==> src/rtl/mem_access_unit.sv <==
`default_nettype none
// ============================================================================
// Module      : mem_access_unit
// Description : Load/store stage in front of a word-only data memory with a
//               registered read port. Accepts LDR/LDRB/STR/STRB requests over
//               valid/ready, converts byte addresses to word indices, performs
//               read-modify-write for byte stores and returns a one-cycle
//               response pulse (load data or fault) to writeback.
// Revision    : 1.0 - initial release
// ============================================================================
module mem_access_unit #(
    parameter int WORD_ADDR_BITS = 8
) (
    input  logic        clk,
    input  logic        reset,
    // request from execute
    input  logic        req_valid,
    output logic        req_ready,
    input  logic        req_load,
    input  logic        req_byte,
    input  logic [31:0] req_addr,
    input  logic [31:0] req_wdata,
    input  logic [3:0]  req_rd,
    // response to writeback
    output logic        resp_valid,
    output logic [31:0] resp_data,
    output logic [3:0]  resp_rd,
    output logic        resp_fault,
    // data memory port
    output logic [31:0] mem_addr,
    output logic [31:0] mem_wdata,
    output logic        mem_en,
    output logic        mem_read_not_write,
    input  logic [31:0] mem_rdata
);

    localparam logic [2:0] c_ST_IDLE    = 3'd0;
    localparam logic [2:0] c_ST_RD      = 3'd1;
    localparam logic [2:0] c_ST_CAP     = 3'd2;
    localparam logic [2:0] c_ST_RMW_RD  = 3'd3;
    localparam logic [2:0] c_ST_RMW_CAP = 3'd4;
    localparam logic [2:0] c_ST_WR      = 3'd5;
    localparam logic [2:0] c_ST_RESP    = 3'd6;

    // FSM state
    logic [2:0]  r_state;
    logic [2:0]  w_nextState;
    logic [2:0]  w_firstState;

    // request decode
    logic        w_accept;
    logic        w_rangeFault;
    logic        w_alignFault;
    logic        w_fault;
    logic [31:0] w_reqWordAddr;

    // registered request fields needed after the accept edge
    logic        r_isByte;
    logic [1:0]  r_lane;
    logic [3:0]  r_rd;
    logic [7:0]  r_wbyte;

    // lane handling on the memory read data
    logic [4:0]  w_laneShift;
    logic [7:0]  w_laneByte;
    logic [31:0] w_loadResult;
    logic [31:0] w_merged;

    // next values of the registered outputs
    logic        w_memEnNxt;
    logic        w_memRnwNxt;
    logic        w_respValidNxt;
    logic [31:0] w_respDataNxt;
    logic [3:0]  w_respRdNxt;
    logic        w_respFaultNxt;
    logic [31:0] w_memAddrNxt;
    logic [31:0] w_memWdataNxt;

    // registered outputs
    logic        r_respValid;
    logic [31:0] r_respData;
    logic [3:0]  r_respRd;
    logic        r_respFault;
    logic [31:0] r_memAddr;
    logic [31:0] r_memWdata;
    logic        r_memEn;
    logic        r_memRnw;

    // A new request can be taken when idle or while the previous response is
    // on the bus; this gives back-to-back throughput without a bubble.
    assign req_ready = ((r_state == c_ST_IDLE) || (r_state == c_ST_RESP)) && !reset;
    assign w_accept  = req_valid && req_ready;

    // Address checks: anything above the memory size is out of range, and
    // word accesses must be word aligned. Byte accesses cannot misalign.
    assign w_rangeFault  = (req_addr[31:WORD_ADDR_BITS+2] != '0);
    assign w_alignFault  = !req_byte && (req_addr[1:0] != 2'b00);
    assign w_fault       = w_rangeFault || w_alignFault;
    assign w_reqWordAddr = {{(32-WORD_ADDR_BITS){1'b0}}, req_addr[WORD_ADDR_BITS+1:2]};

    // Little-endian lane select and merge on the word returned by memory.
    assign w_laneShift = {r_lane, 3'b000};

    // Extract the addressed lane and build the read-modify-write word
    always_comb begin
        w_laneByte              = mem_rdata[w_laneShift +: 8];
        w_loadResult            = r_isByte ? {24'h000000, w_laneByte} : mem_rdata;
        w_merged                = mem_rdata;
        w_merged[w_laneShift +: 8] = r_wbyte;
    end

    // First state of a newly accepted request
    always_comb begin
        if (w_fault) begin
            w_firstState = c_ST_RESP;
        end else if (req_load) begin
            w_firstState = c_ST_RD;
        end else if (req_byte) begin
            w_firstState = c_ST_RMW_RD;
        end else begin
            w_firstState = c_ST_WR;
        end
    end

    // State register
    always_ff @(posedge clk) begin
        if (reset) begin
            r_state <= c_ST_IDLE;
        end else begin
            r_state <= w_nextState;
        end
    end

    // Next-state logic
    always_comb begin
        w_nextState = r_state;
        case (r_state)
            c_ST_IDLE, c_ST_RESP: w_nextState = w_accept ? w_firstState : c_ST_IDLE;
            c_ST_RD:              w_nextState = c_ST_CAP;
            c_ST_CAP:             w_nextState = c_ST_RESP;
            c_ST_RMW_RD:          w_nextState = c_ST_RMW_CAP;
            c_ST_RMW_CAP:         w_nextState = c_ST_WR;
            c_ST_WR:              w_nextState = c_ST_RESP;
            default:              w_nextState = c_ST_IDLE;
        endcase
    end

    // Output decode: outputs are registered, so derive them from the next state
    always_comb begin
        w_memEnNxt     = (w_nextState == c_ST_RD) || (w_nextState == c_ST_RMW_RD) ||
                         (w_nextState == c_ST_WR);
        w_memRnwNxt    = (w_nextState != c_ST_WR);
        w_respValidNxt = (w_nextState == c_ST_RESP);
        w_respDataNxt  = 32'h0000_0000;
        w_respRdNxt    = 4'h0;
        w_respFaultNxt = 1'b0;
        w_memAddrNxt   = r_memAddr;
        w_memWdataNxt  = r_memWdata;

        if (w_nextState == c_ST_RESP) begin
            if (w_accept) begin
                // only a faulting request goes straight from accept to RESP
                w_respRdNxt    = req_rd;
                w_respFaultNxt = 1'b1;
            end else begin
                w_respRdNxt    = r_rd;
                w_respDataNxt  = (r_state == c_ST_CAP) ? w_loadResult : 32'h0000_0000;
            end
        end

        // a faulting request leaves the memory address untouched
        if (w_accept && !w_fault) begin
            w_memAddrNxt = w_reqWordAddr;
        end

        if (w_accept && (w_nextState == c_ST_WR)) begin
            w_memWdataNxt = req_wdata;
        end else if (r_state == c_ST_RMW_CAP) begin
            w_memWdataNxt = w_merged;
        end
    end

    // Output and request-field registers
    always_ff @(posedge clk) begin
        if (reset) begin
            r_respValid <= 1'b0;
            r_respData  <= 32'h0000_0000;
            r_respRd    <= 4'h0;
            r_respFault <= 1'b0;
            r_memAddr   <= 32'h0000_0000;
            r_memWdata  <= 32'h0000_0000;
            r_memEn     <= 1'b0;
            r_memRnw    <= 1'b0;
            r_isByte    <= 1'b0;
            r_lane      <= 2'b00;
            r_rd        <= 4'h0;
            r_wbyte     <= 8'h00;
        end else begin
            r_respValid <= w_respValidNxt;
            r_respData  <= w_respDataNxt;
            r_respRd    <= w_respRdNxt;
            r_respFault <= w_respFaultNxt;
            r_memAddr   <= w_memAddrNxt;
            r_memWdata  <= w_memWdataNxt;
            r_memEn     <= w_memEnNxt;
            r_memRnw    <= w_memRnwNxt;
            if (w_accept) begin
                r_isByte <= req_byte;
                r_lane   <= req_addr[1:0];
                r_rd     <= req_rd;
                r_wbyte  <= req_wdata[7:0];
            end
        end
    end

    assign resp_valid         = r_respValid;
    assign resp_data          = r_respData;
    assign resp_rd            = r_respRd;
    assign resp_fault         = r_respFault;
    assign mem_addr           = r_memAddr;
    assign mem_wdata          = r_memWdata;
    assign mem_en             = r_memEn;
    assign mem_read_not_write = r_memRnw;

endmodule
`default_nettype wire
==> config.mk <==
export PLATFORM = sky130hd
export DESIGN_NAME = mem_access_unit
export DESIGN_NICKNAME = d
export VERILOG_FILES = /design/src/rtl/mem_access_unit.sv
export SDC_FILE = /design/constraint.sdc
export NUM_CORES = 1
export LEC_CHECK = 0
export ABC_CLOCK_PERIOD_IN_PS = 2400
export BUFFER_PORTS_ARGS = -buffer_cell sky130_fd_sc_hd__buf_4
export CAP_MARGIN = 20
export CORE_MARGIN = 4
export CORE_UTILIZATION = 42
export DETAILED_ROUTE_END_ITERATION = 7
export GPL_ROUTABILITY_DRIVEN = 0
export PLACE_DENSITY = 0.78
export SLEW_MARGIN = 0
export SYNTH_ARGS = -nofsm -noshare
export SYNTH_HDL_FRONTEND = slang
export SYNTH_SLANG_ARGS = --single-unit
==> constraint.sdc <==
create_clock -name clk -period 2.4 [get_ports clk]
set_clock_uncertainty 0.1 [all_clocks]
set_input_delay 0.6 -clock clk [delete_from_list [all_inputs] [get_ports clk]]
set_output_delay 0.6 -clock clk [all_outputs]
set_load 0.01 [all_outputs]
Word level (Yosys, flattened, before mapping)
Cells that the tools add are included.
{"block": "totals", "out_inout_bits": 105, "wordCells": 63, "in_bits": 105, "reg_bits": 98}
{"block": "classes", "n_addsub": 1, "mux": 11, "bitwise_logic": 2, "eq_ne": 11, "shifts": 3, "reduce_logical": 21}
{"operator": "32-bit 2-to-1 mux", "n": 2}
{"operator": "32-bit bitwise mux", "n": 1}
{"operator": "8-bit by 7-bit variable shift with 32-bit output, first input constant", "n": 1}
{"operator": "32-bit by 6-bit indexed part select with 8-bit output", "n": 1}
{"operator": "8-bit by 7-bit indexed part select with 32-bit output", "n": 1}
{"operator": "22-bit nonzero test", "n": 1}
{"operator": "3-bit equality test, second input constant", "n": 5}
{"operator": "3-bit one-hot mux with 5 select lines", "n": 1}
{"operator": "3-bit 2-to-1 mux", "n": 4}
{"operator": "3-bit by 2-bit equality test with 1-bit output, second input constant", "n": 3}
{"operator": "8-bit 2-to-1 mux", "n": 1}
{"operator": "5-bit negator with 7-bit output", "n": 1}
{"operator": "3-bit by 1-bit equality test with 1-bit output, second input constant", "n": 2}
{"operator": "2-bit OR reduction", "n": 3}
{"operator": "1-bit logical AND", "n": 5}
{"operator": "5-bit OR reduction", "n": 1}
{"operator": "1-bit logical OR", "n": 4}
{"operator": "4-bit 2-to-1 mux", "n": 1}
{"operator": "2-bit nonzero test", "n": 2}
{"operator": "4-bit OR reduction", "n": 1}
{"operator": "1-bit zero test", "n": 3}
{"operator": "3-bit zero test", "n": 1}
{"operator": "3-bit inequality test, second input constant", "n": 1}
{"operator": "1-bit inverter", "n": 2}
{"operator": "1-bit 2-to-1 mux", "n": 1}

Logic depth before layout (Yosys ltp)
Gate-level depths: netlist (run 1).
{"block": "logic_depth", "depth_word": 9, "ltp_mapped": 9, "depth_no_buf": 7}

Worst setup path before layout (run 1)
OpenSTA, ideal clock, no wires.
{"block": "synth_timing", "kind": "register to register", "startpoint": "reg r_lane[1]", "endpoint": "reg r_memWdata[21] (netlist: mem_wdata[21])", "path_stages_with_launch": 10, "setup_slack_ps": 198, "n_path_buf": 2, "t_required_ps": 2229, "t_arrival_ps": 2031, "setup_ps": 71, "period_less_slack_ps": 2202, "path_cell_list": "dfxtp_1 buf_1 inv_1 ha_1 nor4bb_1 clkbuf_1 nand4_1 a21oi_1 a21oi_1 a21oi_1"}
{"block": "synth_between", "elab_chain_cells": 5, "elab_cells_between_ends": 6, "classes_between": "add/sub: 1; shift: 2; mux: 3"}
{"element": "start, declared", "line_no": "59", "rtl": "logic [1:0] r_lane;"}
{"element": "start signal, assigned", "line_no": "209", "rtl": "r_lane <= req_addr[1:0];"}
{"element": "5-bit negator with 7-bit output *", "line_no": "109", "rtl": "w_merged[w_laneShift +: 8] = r_wbyte;"}
{"element": "8-bit by 7-bit indexed part select with 32-bit output or 8-bit by 7-bit variable shift with 32-bit output (tied branches)", "line_no": "109"}
{"element": "32-bit bitwise mux *", "line_no": "109"}
{"element": "32-bit 2-to-1 mux *", "line_no": "178", "rtl": "end else if (r_state == c_ST_RMW_CAP) begin"}
{"element": "32-bit 2-to-1 mux *", "line_no": "176", "rtl": "if (w_accept && (w_nextState == c_ST_WR)) begin"}
{"element": "end signal, assigned", "line_no": "204", "rtl": "r_memWdata <= w_memWdataNxt;"}
{"element": "end, declared", "line_no": "85", "rtl": "logic [31:0] r_memWdata;"}
Every way passes the cells marked *; elsewhere a longest branch is shown, timed or not. The select of a mux whose other input is x is not followed.
A chain may end at the register's enable or synchronous reset.

Final worst setup path (run 1)
{"block": "layout_timing", "startpoint": "reg r_lane[0]", "endpoint": "reg r_memWdata[23] (netlist: mem_wdata[23])"}
The elaborated chain is that of the path after synthesis.

==> results.toml, run 1 <==
[outcome]
outcome = "completed"

[setup_path]
worstPathRequired_ns = 2.60
criticalPathCategory = "flop to flop"
cp_data_arrival_time_ns = 2.29
critPathCaptureType = "flop"
path_max_fanout = 12
start_kind = "flop"

[synth]
synth_flop_cell = "dfxtp_1"
yosys_warnings = 0
synth_cells = 532
synth-async-reset-ratio_pct = 0
ys_types = 40
synth_compound_area_share_pct = 19.12
synth_top_family_by_area = "simple AND/OR/NAND/NOR gates"
avgSynthCellArea_sq_um = 8.453
synthXorXnorAreaFrac_pct = 0.3617
yosys_register_bits = 98
synth_edf_count = 0
synth_fa_ha_area_share_pct = 1.391
synth_area_sq_mm = 0.004497
synth-simple-area-share_pct = 21.73
ys_seq_area_share_pct = 43.63
synthMuxAreaShare_pct = 4.674

[route]
route.vias.total = 4415
viasPerCell = 5.194
wl_microns = 13730
drt-initial-drc-count = 247
avgRoutedWirePerCell_microns = 16.15
drt_pre_antenna_iters = 6
drc = 0
ant_nets = 0

[finish]
areaGrowthSynthToFinish_pct = 38.45
drive_above_1_share_pct = 32.77
fin_nets = 819
num_antenna_cells = 0
instances_no_fill = 850

[clock_network]
cts_buffers = 9
cts_max_level = 3
cts_buffer_depth = 2
cts.clk_slew.worst_paths_ns = 0.09
ctsHoldBuffers = 0
clock_latency_ns = 0.36
cts.sinks = 98
cts_root_buf = "clkbuf_8"
cts_tree = "yes"

[hold_path]
min_path_type = "input port to flop"

[power]
p_comb_share_pct = 22.1
p_sw_w = 0.001141
ir_drop_mv = 0.3641
sw_frac_of_total_pct = 26.73
clkPwrFrac_pct = 34.8
p_per_area_mw_per_mm2 = 685.6
p_leak_nw = 2.733
pwr-share-seq_pct = 43.2
p_int_w = 0.003128

[grt]
grt_usage_pct = 21.13
grt_pass1_vias = 4440
grt_antenna_before_repair = 0
grt_max_degree = 49
grt_pass1_wl_microns = 21630
overflow = 0

[placed_design]
hpwlAfterDp_microns = 10590
dp_cells = 834
io_buffers = 185

[floorplanning]
die_area_sq_mm = 0.01243
pin_count = 210
die_w_microns = 111.5
core_sq_mm = 0.01037
die-height_microns = 111.5
initial_utilization_pct = 43.36
placementRows = 37

[sta]
setup_viol = 0
period_needed_ns = 2.098
layout_worst_path_cycle_share_pct = 87.41
rsz0062_at_grt = "false"
fin_tns_setup_ns = 0
hold_viol = 0
fmax_mhz = 476.7
slew_viol_final = 0

[run]
cap_viol_max_count = 0
cell families after synthesis:
| family | Yosys count |
|---|---|
| mux | 20 |
| flops | 98 |
| buf+inv | 64 |
| other cells | 1 |
| fa+ha+maj | 5 |
| xor+xnor | 1 |
| compound gates | 149 |
| simple gates | 194 |
power by group through the flow:
stage                     logic (W)  registers, W  clock network, W
after global placement     0.000919       0.00187                 0
after CTS                  0.000942       0.00184           0.00149
after detailed placement   0.000936       0.00188                 0
after floorplan            0.000483       0.00190                 0
after global routing        0.00103       0.00186           0.00156
final                      0.000942       0.00184           0.00148
worst max-delay path: stages (launching register included):
cell	delay (ns)
dfxtp_2	0.43
inv_2	0.14
ha_1	0.36
nor4bb_2	0.37
buf_4	0.22
a21oi_1	0.08
nand2_1	0.11
o211ai_1	0.09
a21oi_1	0.15
cells in the mapped netlist, types with 4 or more instances:
cell type / n / share of area [%]
mux2_2: 8 / 2.0
o211ai_1: 31 / 5.2
nand2_1: 86 / 7.2
and2_1: 25 / 3.5
ha_1: 5 / 1.4
nor4bb_1: 5 / 1.1
a21oi_1: 90 / 10
mux2i_1: 12 / 2.7
buf_4: 25 / 4.2
nor2_1: 21 / 1.8
o22ai_1: 8 / 1.1
dfxtp_1: 98 / 44
o21ai_0: 12 / 1.3
nor4_1: 5 / 0.70
nor3_1: 4 / 0.45
nor2b_1: 32 / 4.5
clkbuf_1: 28 / 2.3
per-stage QoR:
stage	worst slack, ns	util (%)	area [sq um]	total power (W)	hold WS (ns)
floorplan	0.1983	-	4583	0.002386	0.3594
CTS	0.1555	59.97	6218	0.004276	0.3557
global route	0.1303	60.04	6226	0.004450	0.3515
finish	0.3022	60.04	6226	0.004269	0.3640
global placement	0.06671	57.19	5931	0.002792	0.3732
detailed placement	0.02918	57.19	5931	0.002813	0.3867
timing repair:
| item | CTS | global route |
|---|---|---|
| endpoints found under the setup margin | 0 | 8 |
| resized for setup | 0 | 2 |
| buffers inserted | 0 | 0 |
sequential cells by signal, summed over array words and instances (netlist names):
name	cells
r_state	3
resp_fault	1
mem_addr	8
mem_wdata	32
r_isByte	1
mem_en	1
r_wbyte	8
r_lane	2
mem_read_not_write	1
r_rd	4
resp_rd	4
resp_valid	1
resp_data	32
layout by cell type (no fill, tap or decap), drive strengths merged, types with 5 or more instances in the layout:
| master | count |
|---|---|
| nand2 | 86 |
| nor2 | 21 |
| a21oi | 90 |
| ha | 5 |
| o22ai | 8 |
| nor3 | 5 |
| o21ai | 13 |
| bufinv | 5 |
| o211ai | 31 |
| nor4bb | 5 |
| nor2b | 32 |
| inv | 5 |
| nor4 | 5 |
| conb | 24 |
| mux2i | 12 |
| clkbuf | 9 |
| and2 | 25 |
| mux2 | 8 |
| buf | 203 |
| dfxtp | 98 |
layout make-up:
type,count,area (sq um)
Multi-Input combinational cell,393,2228
Sequential cell,98,1963
Clock buffer,9,123.9
Timing Repair Buffer,203,1562
Inverter,4,15.01
Fill cell,887,4144
Tap cell,136,170.2
Clock inverter,7,163.9
routing by layer:
layer | vias up | share of wire [%] | track usage [%]
met5 | - | 0 | 0
met4 | 0 | 2.6 | 7.380
met3 | 39 | 9.3 | 6.359
met2 | 235 | 48 | 36.35
met1 | 1994 | 40 | 25.06
li1 | 2147 | - | -
final timing paths:
path,startpoint,end,slack [ns],cells after the start
setup / recovery,r_lane[0],mem_wdata[23],0.30,8
hold / removal,mem_rdata[12],resp_data[12],0.36,2
setup reg to reg,r_lane[0],mem_wdata[23],0.30,8
hold reg to reg,r_rd[2],r_rd[2],0.40,2
Note: power is estimated with default switching activity, not from simulation.
==> inputs of run 2 (changes only) <==
Settings changed: ABC_AREA from default to 1, CORE_UTILIZATION 42 to 43, PLACE_DENSITY 0.78 to 0.79.
==> results.toml, run 2 <==
[synth]
synth_most_common_cell = "nand2_1"
avgSynthCellArea_sq_um = 7.018
yosysTopAreaCell = "dfxtp_1"
synth-async-reset-ratio_pct = 0
ys_types = 26
synth.top_cell.area_share_pct = 42.36
synth_flop_cell = "dfxtp_1"
yosys_warnings = 0
synth_cells = 660
synthTopCellsByArea = "dfxtp_1 42%, nand2_1 11%, inv_1 7.2%"
synth_edf_count = 0
yosys_register_bits = 98
ys_top_cells_by_count = "132 x nand2_1, 98 x dfxtp_1, 89 x inv_1, 87 x nor2_1, 41 x nand3_1"
synth_area_sq_mm = 0.004632
ys_seq_area_share_pct = 42.36

[route]
ant_nets = 0
avgRoutedWirePerCell_microns = 15.27
drt_pre_antenna_iters = 6
drt-initial-drc-count = 388
drc = 0
route.vias.total = 4901
wl_microns = 14780
viasPerCell = 5.063

[power]
pwr-share-seq_pct = 44.3
sw_frac_of_total_pct = 33.71
p_per_area_mw_per_mm2 = 679.1
p_leak_nw = 3.223
p_comb_share_pct = 30.4
p_sw_w = 0.001419
p_int_w = 0.002790
clkPwrFrac_pct = 25.3
ir_drop_mv = 0.3846

[clock_network]
cts_max_level = 3
cts_root_buf = "clkbuf_8"
cts_buffer_depth = 2
cts.clk_slew.worst_paths_ns = 0.10
cts.sinks = 98
clock_latency_ns = 0.35
cts_buffers = 9
cts_tree = "yes"

[sta]
rsz0062_at_grt = "false"
period_needed_ns = 2.209
setup_viol = 0
fin_tns_setup_ns = 0
worst_slack_ns = 0.1906
hold_viol = 0
slew_viol_final = 0
tightest_slew_ns = 0.5204
fmax_mhz = 452.6
relSlewSlack_pct = 65.31
layout_worst_path_cycle_share_pct = 92.06

[finish]
drive_above_1_share_pct = 26.68
num_antenna_cells = 0
final_common_cell = "buf_4"
final_cell_mix = "197 x buf_4, 132 x nand2_1, 98 x dfxtp_1"
fin_nets = 938
areaGrowthSynthToFinish_pct = 33.82

[setup_path]
criticalPathCategory = "flop to flop"
cp_data_arrival_time_ns = 2.36
worstReg2RegStart = "r_lane[1]"
path_max_fanout = 16
critPathCaptureType = "flop"
ff2ff_setup_slack_ns = 0.19
reg2reg_depth = 9
crit_chain = "inv_1 > ha_2 > clkinvlp_4 > nand3_1 > o22ai_1 > nand2_1 > nand3_1 > nand2_1 > inv_1"
r2r_end = "mem_wdata[12]"
worst_path_largest_cell_delay_ns = 0.40
worstPathRequired_ns = 2.55
cp_top_family = "buffers and inverters"
startpoint = "r_lane[1]"
worst-path-buf-inv = 3
slowest_stage = "ha_2"
start_kind = "flop"

[grt]
grt_max_degree = 52
overflow = 0
grt_pass1_wl_microns = 22720
grt_usage_pct = 22.40
grt_pass1_vias = 4471
grt_antenna_before_repair = 0

[hold_path]
worstHoldStart = "req_wdata[1]"
min_path_type = "input port to flop"
hold_end = "r_wbyte[1]"
hold_depth = 3

[floorplanning]
placementRows = 37
pin_count = 210
die_area_sq_mm = 0.01250
die-height_microns = 111.8
die_w_microns = 111.8
initial_utilization_pct = 44.47
core_sq_mm = 0.01042

[outcome]
outcome = "completed"

[placed_design]
io_buffers = 185
hpwlAfterDp_microns = 11370
dp_slack_ns = 0.1447

[run]
cap_viol_max_count = 0
## run 2: kinds of logic (layout without fill, tap and decap cells)
kind of cell | Yosys count | count (layout) | synth area share, %
DFF | 98 | 98 | 42.36
muxes | 4 | 4 | 0.8644
AOI/OAI and AO/OA | 99 | 99 | 12.10
buffers and inverters | 154 | 303 | 15.40
other | 1 | 24 | 0.08096
adders and majority gates | 5 | 5 | 1.351
and+or+nand+nor | 299 | 299 | 27.85
## run 2: power groups by stage
stage / Combinational, W / Clock [W] / Sequential [W]
3_3_place_gp: 0.00124 / 0 / 0.00190
2_1_floorplan: 0.000751 / 0 / 0.00193
5_1_grt: 0.00141 / 0.00114 / 0.00188
3_5_place_dp: 0.00125 / 0 / 0.00190
4_1_cts: 0.00126 / 0.00109 / 0.00186
6_report: 0.00128 / 0.00106 / 0.00186
## run 2: worst max-delay path by stage
| stage | cells after the start | slack (ns) | end |
|---|---|---|---|
| 2_1_floorplan | 12 | 0.25 | mem_wdata[14] |
| 3_3_place_gp | 9 | 0.18 | r_wbyte[0] |
| 3_5_place_dp | 9 | 0.14 | r_wbyte[4] |
| 4_1_cts | 9 | 0.21 | mem_wdata[12] |
| 5_1_grt | 9 | 0.02 | mem_wdata[14] |
| 6_report | 9 | 0.19 | mem_wdata[12] |
## run 2: layout make-up
class	count	area, sq um
inverter	91	345.3
multi-input combinational	431	2048
fill	1015	4218
sequential	98	1962
clock inverter	4	52.55
timing repair buffer	197	1479
clock buffer	11	141.4
tap	136	170.2
## run 2: layer usage
metal / GRT usage [%] / wire length (microns)
met2: 35.01 / 6714
met4: 6.650 / 257
met3: 5.054 / 1411
met5: 0 / 0
met1: 30.94 / 6400
## run 2: per-stage QoR
step | std cells | power, W | util, % | hold slack, ns | instance area (sq um)
3_3_place_gp | 953 | 0.003138 | 57.59 | 0.3650 | 5998
2_1_floorplan | 683 | 0.002678 | - | 0.3564 | 4718
6_report | 968 | 0.004210 | 59.51 | 0.3842 | 6198
5_1_grt | 968 | 0.004428 | 59.51 | 0.3807 | 6198
4_1_cts | 968 | 0.004209 | 59.45 | 0.3719 | 6192
3_5_place_dp | 953 | 0.003152 | 57.59 | 0.3744 | 5998
## run 2: what timing repair did
item                       4_1_cts  5_1_grt
gates resized for setup          0        2
setup endpoints to repair        0        4
hold buffers                     0        0
setup buffers                    0        0
## run 2: worst reg2reg max path: stages, from the launching register on
cell and delay (ns):
dfxtp_1 0.36, inv_1 0.35, ha_2 0.40, clkinvlp_4 0.29, nand3_1 0.20, o22ai_1 0.09, nand2_1 0.12, nand3_1 0.09
nand2_1 0.06, inv_1 0.05
==> inputs of run 3 (changes only) <==
Settings changed: RECOVER_POWER from default to 100.
==> results.toml, run 3 (synthesis gave the netlist of run 2 again) <==
[route]
wl_met2_microns = 6656
wl_microns = 14830
viasPerCell = 5.023
drt_pre_antenna_iters = 5
drt-initial-drc-count = 423
wl_met3_microns = 1352
m1WireLength_microns = 6552
top_layer_used = "met4"
avgRoutedWirePerCell_microns = 15.32
route.vias.total = 4862
drc = 0
ant_nets = 0

[finish]
drive_above_1_share_pct = 16.35
fin_nets = 938
final_cell_mix = "132 x nand2_1, 112 x buf_4, 98 x dfxtp_1"
instances_no_fill = 968
final_common_cell = "nand2_1"
areaGrowthSynthToFinish_pct = 26.88
num_antenna_cells = 0

[setup_path]
slowest_stage = "ha_2"
crit_chain = "inv_1 > ha_2 > clkinvlp_4 > nand3_1 > o22ai_1 > nand2_1 > nand3_1 > nand2_1 > inv_1"
cp_data_arrival_time_ns = 2.35
path_max_fanout = 16
worstPathRequired_ns = 2.55
worst_path_largest_cell_delay_ns = 0.40
critPathCaptureType = "flop"
criticalPathCategory = "flop to flop"
start_kind = "flop"

[sta]
fin_tns_setup_ns = 0
slew_viol_final = 0
hold_viol = 0
worst_slack_ns = 0.1980
relSlewSlack_pct = 11.03
layout_worst_path_cycle_share_pct = 91.75
tightest_slew_ns = 1.335
fmax_mhz = 454.1
period_needed_ns = 2.202
rsz0062_at_grt = "false"
setup_viol = 0

[power]
p_leak_nw = 2.874
total_power_w = 0.004110
ir_drop_mv = 0.3780
sw_frac_of_total_pct = 34.35
clkPwrFrac_pct = 25.8
p_sw_w = 0.001412
p_comb_share_pct = 28.9
p_per_area_mw_per_mm2 = 699.4
pwr-share-seq_pct = 45.2
p_int_w = 0.002698

[clock_network]
post_cts.repair.setup_buffers = 0
clock_latency_ns = 0.35
cts_tree = "yes"
cts.clk_slew.worst_paths_ns = 0.09
cts_max_level = 3
cts_buffers = 9
cts_buffer_depth = 2
cts_root_buf = "clkbuf_8"
cts.sinks = 98

[placed_design]
dp_cells = 953
io_buffers = 185
hpwlAfterDp_microns = 11370
dp_slack_ns = 0.1447

[grt]
grt_usage_pct = 22.40
grt_pass1_wl_microns = 22720
grt_pass1_vias = 4471
grt_max_degree = 52
overflow = 0
grt_antenna_before_repair = 0

[outcome]
outcome = "completed"

[floorplanning]
placementRows = 37
die_area_sq_mm = 0.01250
pin_count = 210
initial_utilization_pct = 44.47
die_w_microns = 111.8
die-height_microns = 111.8
core_sq_mm = 0.01042

[hold_path]
min_path_type = "input port to flop"

[run]
cap_viol_max_count = 0
==> run 3: cell types whose count changed in the layout (fill, tap and decap cells not counted), sizes merged <==
cell | before | now
clkbuf | 11 | 96
buf | 197 | 112
==> run 3: repair_timing <==
item | CTS | global route
hold buffers | 0 | 0
endpoints found under the setup margin | 0 | 4
resized for setup | 0 | 2
==> run 3: layer usage <==
layer | vias to the layer above | GRT usage (%)
met5 | - | 0
met4 | 0 | 6.650
met3 | 21 | 5.054
met2 | 235 | 35.01
met1 | 2204 | 30.94
li1 | 2402 | -
==> run 3: power by group through the flow <==
stage	clock network [W]	registers (W)	logic, W
2_1_floorplan	0	0.00193	0.000751
3_3_place_gp	0	0.00190	0.00124
3_5_place_dp	0	0.00190	0.00125
4_1_cts	0.00109	0.00186	0.00126
5_1_grt	0.00114	0.00187	0.00131
6_report	0.00106	0.00186	0.00119
==> run 3: area by class of cell <==
| type | instances | area (sq um) |
|---|---|---|
| Clock buffer | 11 | 141.4 |
| Timing Repair Buffer | 197 | 1162 |
| Multi-Input combinational cell | 431 | 2043 |
| Inverter | 91 | 345.3 |
| Fill cell | 1081 | 4539 |
| Tap cell | 136 | 170.2 |
| Clock inverter | 4 | 52.55 |
| Sequential cell | 98 | 1962 |
==> run 3: critical path, delay by kind of cell, from the launching register on <==
kind | cells | cell delay (ns)
simple gates | 4 | 0.47
fa+ha+maj | 1 | 0.40
buf+inv | 3 | 0.68
flops | 1 | 0.36
compound gates | 1 | 0.09
==> run 3: worst paths after layout <==
kind	start	to	slack (ns)	depth (start not counted)
worst min register to register	mem_addr[7]	mem_addr[7]	0.39	2
worst min-delay path	req_wdata[6]	r_wbyte[6]	0.38	3
worst max-delay path	r_lane[1]	mem_wdata[12]	0.20	9
worst max register to register	r_lane[1]	mem_wdata[12]	0.20	9
==> run 3: per-stage QoR <==
step / utilization [%] / hold slack (ns) / cell area, sq um
floorplan: - / 0.3564 / 4718
global placement: 57.59 / 0.3650 / 5998
detailed placement: 57.59 / 0.3744 / 5998
CTS: 59.45 / 0.3719 / 6192
global route: 56.42 / 0.3830 / 5877
finish: 56.42 / 0.3833 / 5877
